File: config.mk
export PLATFORM = sky130hd
export DESIGN_NAME = mmio_timer_bank
export DESIGN_NICKNAME = d
export VERILOG_FILES = /design/src/rtl/mmio_timer_bank.sv
export SDC_FILE = /design/constraint.sdc
export NUM_CORES = 1
export LEC_CHECK = 0
export ABC_AREA = 1
export CAP_MARGIN = 15
export CORE_MARGIN = 2
export CORE_UTILIZATION = 40
export DETAILED_ROUTE_END_ITERATION = 10
export PLACE_DENSITY_LB_ADDON = 0.08
export SYNTH_ARGS = -nofsm -noshare
export SYNTH_HDL_FRONTEND = slang
export SYNTH_SLANG_ARGS = --single-unit
File: constraint.sdc
create_clock -name clk -period 5.2 [get_ports clk]
set_input_delay 0.78 -clock clk [delete_from_list [all_inputs] [get_ports clk]]
set_output_delay 0.78 -clock clk [all_outputs]
set_load 0.05 [all_outputs]
File: src/rtl/mmio_timer_bank.sv
// mmio_timer_bank: prescaled 64-bit MMIO timebase with NUM_CMP auto-reloading compare channels
module mmio_timer_bank #(
  parameter int NUM_CMP = 2,
  parameter int PRESCALE_W = 8,
  parameter logic [31:0] BASE_ADDR = 32'h0080_0008
) (
  input  logic clk,
  input  logic reset,
  input  logic ce,
  input  logic [31:0] addr,
  input  logic [31:0] datain,
  input  logic memwrite,
  output logic [31:0] dataout,
  output logic busy,
  output logic valid,
  output logic load_access_fault,
  output logic [NUM_CMP-1:0] intr_timer,
  output logic intr_any
);
  typedef enum logic [1:0] {IDLE, ACCESS, DONE, FAULT} state_t;
  state_t state;
  logic [7:0] off_q;
  logic [31:0] data_q;
  logic we_q;
  logic [63:0] mtime;
  logic [31:0] shadow;
  logic ctrl_en;
  logic [PRESCALE_W-1:0] prescale, pcnt;
  logic [NUM_CMP-1:0] pend, irq_en, pend_next, match;
  logic [63:0] cmp [NUM_CMP];
  logic [31:0] period [NUM_CMP];
  logic [31:0] off, rdata, ctrl_word;
  logic legal, tick, wr, rd, wr_mlo, wr_mhi, wr_ctrl, wr_pend, wr_en;
  assign off = addr - BASE_ADDR;
  assign wr = state == ACCESS && we_q;
  assign rd = state == ACCESS && !we_q;
  assign wr_mlo = wr && off_q == 8'h00;
  assign wr_mhi = wr && off_q == 8'h04;
  assign wr_ctrl = wr && off_q == 8'h08;
  assign wr_pend = wr && off_q == 8'h0C;
  assign wr_en = wr && off_q == 8'h10;
  assign tick = ctrl_en && pcnt == prescale;
  assign ctrl_word = (32'(prescale) << 8) | {31'd0, ctrl_en};
  assign intr_any = |intr_timer;
  // address legality: in window, word aligned, a defined global register or an existing channel slot
  always_comb begin
    legal = 1'b0;
    if (off[31:8] == '0 && off[1:0] == 2'b00 && addr[1:0] == 2'b00) begin
      legal = off[7:0] <= 8'h10;
      for (int i = 0; i < NUM_CMP; i++) if (off[7:4] == 4'(i + 2) && off[3:2] != 2'b11) legal = 1'b1;
    end
  end
  // match detect and sticky pending; a fresh match beats a same-cycle W1C
  always_comb begin
    for (int i = 0; i < NUM_CMP; i++) match[i] = mtime >= cmp[i];
    pend_next = match | (pend & ~(wr_pend ? data_q[NUM_CMP-1:0] : '0));
  end
  // read mux over the latched offset
  always_comb begin
    rdata = off_q == 8'h00 ? mtime[31:0] : off_q == 8'h04 ? shadow : off_q == 8'h08 ? ctrl_word :
            off_q == 8'h0C ? 32'(pend) : off_q == 8'h10 ? 32'(irq_en) : '0;
    for (int i = 0; i < NUM_CMP; i++) begin
      if (off_q == 8'(32 + 16 * i)) rdata = cmp[i][31:0];
      if (off_q == 8'(36 + 16 * i)) rdata = cmp[i][63:32];
      if (off_q == 8'(40 + 16 * i)) rdata = period[i];
    end
  end
  // bus handshake FSM; ce high returns to IDLE from any state
  always_ff @(posedge clk or negedge reset)
    if (!reset) begin
      state <= IDLE;
      off_q <= '0;
      data_q <= '0;
      we_q <= 1'b0;
      dataout <= '0;
      busy <= 1'b0;
      valid <= 1'b0;
      load_access_fault <= 1'b0;
    end else if (ce) begin
      state <= IDLE;
      busy <= 1'b0;
      valid <= 1'b0;
      load_access_fault <= 1'b0;
    end else
      case (state)
        IDLE: begin
          off_q <= off[7:0];
          data_q <= datain;
          we_q <= memwrite;
          state <= legal ? ACCESS : FAULT;
          busy <= legal;
          load_access_fault <= !legal;
        end
        ACCESS: begin
          state <= DONE;
          busy <= 1'b0;
          valid <= !we_q;
          if (!we_q) dataout <= rdata;
        end
        default: ;
      endcase
  // timebase, prescaler, channels and interrupts; software writes override ticks and reloads
  always_ff @(posedge clk or negedge reset)
    if (!reset) begin
      mtime <= '0;
      shadow <= '0;
      ctrl_en <= 1'b1;
      prescale <= '0;
      pcnt <= '0;
      pend <= '0;
      irq_en <= '0;
      intr_timer <= '0;
      for (int i = 0; i < NUM_CMP; i++) begin
        cmp[i] <= '1;
        period[i] <= '0;
      end
    end else begin
      pcnt <= wr_ctrl ? '0 : !ctrl_en ? pcnt : tick ? '0 : pcnt + 1'b1;
      if (wr_ctrl) begin
        ctrl_en <= data_q[0];
        prescale <= data_q[8 +: PRESCALE_W];
      end
      if (wr_mlo) mtime[31:0] <= data_q;
      else if (wr_mhi) mtime[63:32] <= data_q;
      else if (tick) mtime <= mtime + 64'd1;
      if (rd && off_q == 8'h00) shadow <= mtime[63:32];
      if (wr_en) irq_en <= data_q[NUM_CMP-1:0];
      pend <= pend_next;
      intr_timer <= pend_next & (wr_en ? data_q[NUM_CMP-1:0] : irq_en);
      for (int i = 0; i < NUM_CMP; i++) begin
        if (wr && off_q == 8'(32 + 16 * i)) cmp[i][31:0] <= data_q;
        else if (wr && off_q == 8'(36 + 16 * i)) cmp[i][63:32] <= data_q;
        else if (match[i] && period[i] != '0) cmp[i] <= cmp[i] + {32'd0, period[i]};
        if (wr && off_q == 8'(40 + 16 * i)) period[i] <= data_q;
      end
    end
endmodule

==> run_results.csv, run 1 <==
group,metric,value,unit
synthesis,post_synthesis_average_cell_area,6.31,um^2
status,run_status,"complete, no violations",
setup_path,cpPeakStageDelay,0.85,ns
setup_path,crit_arrival,4.18,ns
routing,routed-via-count,36556,
setup_path,crit_path_top_delay_cell,"sky130_fd_sc_hd__inv_2",
finish,layout_common_cells,"sky130_fd_sc_hd__nand2_1, sky130_fd_sc_hd__inv_1, sky130_fd_sc_hd__nand3_1, sky130_fd_sc_hd__nor2_1, sky130_fd_sc_hd__o21ai_0",
setup_path,worstSetupStartpointType,"flip-flop",
global_route,antenna_found_initial,8,
routing,post-route-drc-count,0,
cts,htree_num_levels,2,
global_route,globalRoute.totalOverflow,0,
place,place_congestion,1.03,
setup_path,critical_path.endpoint_type,"flip-flop",
synthesis,netlist_area,0.0330,mm^2
sta,clock-skew-final,0.0361,ns
finish,area_added_between_synthesis_and_finish,11.7,%
sta,slew_viol_final,0,
sta,final.min_clock_period,3.65,ns
finish,layout.cells.most_common,"sky130_fd_sc_hd__nand2_1",
synthesis,post_synthesis_xor_xnor_area_fraction,2.76,%
synthesis,synth_top_area_share,22.3,%
routing,wl,171,mm
synthesis,synth_warnings,0,
synthesis,number_of_synthesized_flops_with_an_enable_pin,0,
synthesis,synth_nets,5489,
cts,clk-insertion-delay-late,0.64,ns
sta,timing.fmax,274,MHz
floorplanning,num_io_pins,106,
sta,setup_repair_after_global_routing_missed_its_margin,"false",
power_and_ir_drop,static-leakage-power,18.2,nW
place,portBuffers,105,
synthesis,synth_cell_types,56,
synthesis,ys_seq_elements,389,
floorplanning,starting_utilization_of_the_core_area,40.3,%
finish,finalNetCount,5542,
setup_path,critical_path_buf_inv_count,3,
global_route,via_count_of_the_first_global_routing_pass,33603,
sta,tightest_slew,1.17,ns
finish,drive_gt1_share,6.60,%
place,dpl_hpwl,135,mm
synthesis,netlist.top_cell.by_area,"sky130_fd_sc_hd__nand2_1",
finish,final.fill_count,8914,
sta,timing.final.setup_violations,0,
finish,finish.cell_count_without_fillers,6394,
finish,multi_input_comb_area,0.0199,mm^2
sta,fin_tns_setup,0,ns
routing,drt_iter0_drc,4659,
cts,clockRootBuffer,"sky130_fd_sc_hd__clkbuf_16",
synthesis,yosys.area_share.adder,7.52,%
power_and_ir_drop,powerDensity,318,mW/mm^2
routing,detailedRoute.firstPassIterationCount,6,
global_route,grt_util_all_layers,39.3,%
sta,slew-limit-headroom,21.2,%
job,cap_viol_max_count,0,
routing,final_antenna_net_count,0,
floorplanning,fp.dieArea,0.0848,mm^2
sta,final_min_period_over_clock_period,70.3,%
synthesis,synth_compound_gate_area_share,11.2,%
cts,cts_setup_buffers,0,
floorplanning,die_w,291,um
synthesis,synth_seq_area_share,30.0,%
cts,max-clock-path-buffers,3,
hold_path,holdCritPathClass,"input port to async pin",
synthesis,muxShareOfSynthArea,0,%
global_route,pin_count_of_the_biggest_net_entering_global_routing,112,
synthesis,synth_cells,5224,
floorplanning,core-area,0.0818,mm^2
synthesis,synth-async-reset-ratio,100,%
cts,tritoncts,"yes",
cts,number_of_sinks_handled_by_clock_tree_synthesis,389,
synthesis,synth_top_family_by_area,"simple AND/OR/NAND/NOR gates",
place,place_ws,1.69,ns
setup_path,cp.required,5.73,ns
setup_path,worstSetupPathType,"flip-flop to flip-flop",
cts,cts-buffers-inserted,51,
cts,cts.hold.buffers_added,0,
synthesis,synth_top_cells_by_area,"sky130_fd_sc_hd__nand2_1, sky130_fd_sc_hd__dfrtp_1, sky130_fd_sc_hd__dfstp_2, sky130_fd_sc_hd__inv_1, sky130_fd_sc_hd__ha_1",
cts,post_cts.resized_instances,0,
floorplanning,die_height,291,um
place,place_inst,6294,
synthesis,synthSimpleGateAreaFrac,38.7,%
setup_path,cell_by_cell_trace_of_the_critical_path,"nor2_1, nand2_2, nor2_2, buf_4, inv_2, nand2_1, nand2_1, inv_2, o21ai_0, o22ai_1",
synthesis,synthFlopType,"sky130_fd_sc_hd__dfrtp_1",
floorplanning,floorplan.rows,105,
power_and_ir_drop,irDropWorstVdd,0.245,mV
routing,routed_wire_length_per_instance,26.7,um
setup_path,cp_top_family,"buffers and inverters",
routing,vias_per_cell,5.72,
setup_path,worst-path-max-fanout,52,
sta,final.setup.worst_slack,1.55,ns
cts,cts.reportedPaths.clkPinSlew,0.06,ns
global_route,grt_first_pass_wirelength,242,mm
sta,hold_violations_final,0,
finish,regArea,0.00990,mm^2
registers in the layout (all words and copies together) (netlist names):
signal / cells
cmp: 128
mtime: 64
period: 64
data_q: 32
dataout: 32
shadow: 32
off_q: 8
pcnt: 8
prescale: 8
intr_timer: 2
irq_en: 2
pend: 2
state: 2
busy: 1
ctrl_en: 1
load_access_fault: 1
valid: 1
we_q: 1
power breakdown:
part | total (mW) | internal, mW | leakage [nW] | switching (mW)
Combinational | 3.96 | 1.04 | 12.5 | 2.92
Sequential | 3.92 | 3.33 | 4.87 | 0.595
Clock | 3.83 | 2.24 | 0.860 | 1.59
Total | 11.7 | 6.62 | 18.2 | 5.10
area by class of cell:
cell class,instances,share of cell area (%)
diodes,4,0.0272
clock buffers,73,3.94
clock inverters,23,0.808
inverters,692,7.05
multi-input cells,3999,54.0
flip-flops and latches,389,26.9
well taps,1070,3.63
repair buffers,144,3.73
cells by family after synthesis:
family | after synthesis
buffers and inverters | 836
XOR/XNOR | 104
adder cells (fa/ha/maj) | 197
flip-flops | 389
AO/OA/AOI/OAI | 662
AND/OR/NAND/NOR | 3036
cell usage after synthesis (2+ instances only):
library cell and number:
sky130_fd_sc_hd__or2_1 4, sky130_fd_sc_hd__and3_1 12, sky130_fd_sc_hd__nor2_4 10, sky130_fd_sc_hd__xnor2_1 38, sky130_fd_sc_hd__o2111ai_1 8, sky130_fd_sc_hd__a221oi_1 16, sky130_fd_sc_hd__dfstp_2 129, sky130_fd_sc_hd__nor3_2 7
sky130_fd_sc_hd__o21a_1 9, sky130_fd_sc_hd__dfrtp_1 260, sky130_fd_sc_hd__clkbuf_1 82, sky130_fd_sc_hd__nand2_2 8, sky130_fd_sc_hd__a211oi_1 5, sky130_fd_sc_hd__fa_1 2, sky130_fd_sc_hd__buf_4 6, sky130_fd_sc_hd__buf_2 44
sky130_fd_sc_hd__nand4_1 105, sky130_fd_sc_hd__nor3b_1 5, sky130_fd_sc_hd__nor2_1 367, sky130_fd_sc_hd__o21ai_1 35, sky130_fd_sc_hd__nand3_1 399, sky130_fd_sc_hd__o211ai_1 40, sky130_fd_sc_hd__buf_1 10, sky130_fd_sc_hd__nand3_2 7
sky130_fd_sc_hd__or2_0 2, sky130_fd_sc_hd__o22ai_1 5, sky130_fd_sc_hd__inv_2 24, sky130_fd_sc_hd__o21bai_1 18, sky130_fd_sc_hd__o21ai_0 352, sky130_fd_sc_hd__o31ai_1 2, sky130_fd_sc_hd__nor3_1 68, sky130_fd_sc_hd__nor4_1 28
sky130_fd_sc_hd__nand2_1 1961, sky130_fd_sc_hd__o221ai_1 23, sky130_fd_sc_hd__ha_1 195, sky130_fd_sc_hd__nor2_8 2, sky130_fd_sc_hd__or2_2 16, sky130_fd_sc_hd__xor2_1 66, sky130_fd_sc_hd__a21oi_1 144, sky130_fd_sc_hd__inv_1 668
sky130_fd_sc_hd__nor2_2 15, sky130_fd_sc_hd__nand3b_1 13
path summary, 6_finish.rpt:
check                      slack (ns)            startpoint  cells past startpoint                     end
max in group asynchronous        3.83                 reset                      2   shadow[6]$_DFFE_PN0P_
min reg2reg                      0.48  cmp[126]$_DFFE_PN1P_                      2    cmp[126]$_DFFE_PN1P_
min                              0.20                 reset                      1  period[55]$_DFFE_PN0P_
max reg2reg                      1.55  state[1]$_DFFE_PN0P_                     10   mtime[53]$_DFFE_PN0P_
min in group clk                 0.48  cmp[126]$_DFFE_PN1P_                      2    cmp[126]$_DFFE_PN1P_
max                              1.55  state[1]$_DFFE_PN0P_                     10   mtime[53]$_DFFE_PN0P_
through the flow:
step,power (mW),util [%],area (um^2),hold slack (ns)
final,11.7,45.0,36800,0.203
after global routing,12.1,45.0,36800,0.245
after CTS,11.6,45.0,36800,0.220
after detailed placement,7.78,42.9,35100,0.464
after global placement,7.75,42.9,35100,0.464
after floorplan,5.99,-,33000,0.450
routing by layer:
layer / global-route usage (%) / part of all wire [%] / up-vias
met5: 0 / 0.020 / -
li1: - / - / 16953
met3: 8.16 / 11 / 288
met1: 55.8 / 43 / 17314
met4: 15.8 / 4.5 / 6
met2: 58.0 / 42 / 1995
Power figures use the tool's default switching activity.
==> run 2, diff against run 1 <==
==> constraint.sdc (replaced) <==
create_clock -name clk -period 3.4 [get_ports clk]
set_input_delay 0.51 -clock clk [delete_from_list [all_inputs] [get_ports clk]]
set_output_delay 0.51 -clock clk [all_outputs]
set_load 0.05 [all_outputs]
==> run 2 against run 1 <==
  * Non-clock buffer count grew 64
  * Largest cell class unchanged
  * Count of clock-buffer cells in the layout shrank 4
  * Clock power grew 58%
  * Maximum frequency grew 13%
  * Cell area grew 1.9%
  * Sequential power grew 53%
  * Worst hold slack gained 0.22 ns
  * Global-route usage grew 1.1 points
  * Core utilization grew 0.86 points
==> run_results.csv, run 2 (synthesis gave the netlist of run 1 again) <==
group,metric,value,unit
finish,drive_gt1_share,7.78,%
sta,hold_violations_final,0,
finish,final.fill_count,8734,
power_and_ir_drop,static-leakage-power,18.6,nW
floorplanning,num_io_pins,106,
power_and_ir_drop,irDropWorstVdd,0.516,mV
place,portBuffers,105,
setup_path,crit_arrival,3.82,ns
sta,clock-skew-final,0.0134,ns
hold_path,holdCritPathClass,"input port to flip-flop",
place,place_congestion,1.06,
global_route,antenna_found_initial,4,
global_route,globalRoute.totalOverflow,0,
floorplanning,fp.dieArea,0.0848,mm^2
finish,layout_common_cells,"sky130_fd_sc_hd__nand2_1, sky130_fd_sc_hd__inv_1, sky130_fd_sc_hd__nand3_1, sky130_fd_sc_hd__nor2_1, sky130_fd_sc_hd__o21ai_0",
cts,cts-buffers-inserted,52,
sta,slew-limit-headroom,30.9,%
finish,reg_top3,"cmp x128, mtime x64, period x64",
sta,timing.fmax,308,MHz
setup_path,cp.required,3.97,ns
place,placement.cell_area,0.0357,mm^2
setup_path,critical_path.endpoint_type,"flip-flop",
cts,clk-insertion-delay-late,0.64,ns
status,run_status,"complete, no violations",
routing,post-route-drc-count,0,
finish,utilization,45.9,%
floorplanning,floorplan.rows,105,
global_route,grt_util_all_layers,40.4,%
finish,finalNetCount,5607,
sta,tightest_slew,1.03,ns
cts,htree_num_levels,2,
finish,finish.instance_area,0.0375,mm^2
floorplanning,core-area,0.0818,mm^2
routing,routed_wire_length_per_instance,27.1,um
setup_path,critical_path_launch_point,"period[19]$_DFFE_PN0P_",
global_route,via_count_of_the_first_global_routing_pass,34062,
sta,setup_repair_after_global_routing_missed_its_margin,"false",
routing,vias_per_cell,5.74,
sta,final.min_clock_period,3.24,ns
setup_path,worst-path-max-fanout,32,
cts,tritoncts,"yes",
global_route,grt_first_pass_wirelength,249,mm
routing,detailedRoute.firstPassIterationCount,8,
routing,routed-via-count,37036,
setup_path,r2r_start,"period[19]$_DFFE_PN0P_",
sta,final_min_period_over_clock_period,95.4,%
setup_path,crit_path_top_delay_cell,"sky130_fd_sc_hd__nor4_1",
floorplanning,die_w,291,um
sta,slew_viol_final,0,
setup_path,cell_by_cell_trace_of_the_critical_path,"nor4_1, and2_1, and3_1, nand4_1, nand2_1, nand2_2, nand2_1, buf_12, nand2_1, nand2_1",
finish,layout.cells.most_common,"sky130_fd_sc_hd__nand2_1",
cts,number_of_sinks_handled_by_clock_tree_synthesis,389,
floorplanning,die_height,291,um
sta,timing.final.setup_violations,0,
cts,clockRootBuffer,"sky130_fd_sc_hd__clkbuf_16",
finish,registers.top_by_ff_count,"cmp",
setup_path,worstSetupStartpointType,"flip-flop",
power_and_ir_drop,powerDensity,492,mW/mm^2
job,cap_viol_max_count,0,
global_route,pin_count_of_the_biggest_net_entering_global_routing,67,
setup_path,cpPeakStageDelay,0.92,ns
floorplanning,starting_utilization_of_the_core_area,40.3,%
setup_path,crit_top_cell,"sky130_fd_sc_hd__nand2_1",
hold_path,hp-start,"memwrite",
routing,final_antenna_net_count,0,
cts,cts.reportedPaths.clkPinSlew,0.06,ns
routing,drt_iter0_drc,4907,
routing,wl,175,mm
power_and_ir_drop,finalPower,18.5,mW
cts,max-clock-path-buffers,3,
finish,area_added_between_synthesis_and_finish,13.8,%
finish,largest_register_ff_count,128,
sta,fin_tns_setup,0,ns
setup_path,worstSetupPathType,"flip-flop to flip-flop",
sta,fin_hold_ws,0.425,ns
place,dpl_hpwl,140,mm
==> run 2: area by class of cell <==
type | instances | area [um^2] | area share [%]
Sequential cell | 389 | 9900 | 26.4
Clock inverter | 29 | 388 | 1.03
Tap cell | 1070 | 1340 | 3.57
Clock buffer | 69 | 1430 | 3.80
Multi-Input combinational cell | 3999 | 19900 | 53.0
Inverter | 692 | 2600 | 6.92
Antenna cell | 1 | 2.50 | 0.00667
Timing Repair Buffer | 208 | 2010 | 5.35
==> run 2: what timing repair did <==
action                                  CTS  global route
endpoints found under the setup margin    0             7
hold buffers                              1             0
resized for setup                         0             3
setup buffers                             0             0
endpoints found under the hold margin    25             0
==> run 2: worst max-delay path, delay by kind of cell, from the launching register on <==
kind                   cells  cell delay [ns]
DFF                        1             0.50
buffers and inverters      1             0.23
and+or+nand+nor            9             2.42
==> run 2: worst paths after layout <==
kind	to	slack, ns	cells past startpoint
worst max register to register	cmp[55]$_DFFE_PN1P_	0.16	10
min in group asynchronous	shadow[26]$_DFFE_PN0P_	0.50	2
worst min register to register	dataout[15]$_DFFE_PN0P_	0.48	2
max in group asynchronous	cmp[12]$_DFFE_PN1P_	2.02	3
worst min-delay path	we_q$_DFFE_PN0P_	0.42	3
worst max-delay path	cmp[55]$_DFFE_PN1P_	0.16	10
==> run 2: power breakdown <==
| group | internal [mW] | switching, mW |
|---|---|---|
| combinational | 1.81 | 4.58 |
| clock | 3.57 | 2.50 |
| sequential | 5.09 | 0.900 |
| total | 10.5 | 7.99 |
==> run 2: metal layers <==
layer / vias up / global-route usage (%) / routed length, um
li1: 17066 / - / -
met1: 17541 / 57.2 / 75500
met2: 2075 / 58.0 / 70500
met3: 350 / 9.19 / 19200
met4: 4 / 18.8 / 9640
met5: - / 0 / 23
==> run 2: per-stage QoR <==
stage               setup WS, ns  instances
global placement           0.226       6357
finish                     0.156       6457
detailed placement         0.278       6357
floorplan                  0.960       5224
global route              0.0349       6456
CTS                        0.255       6456
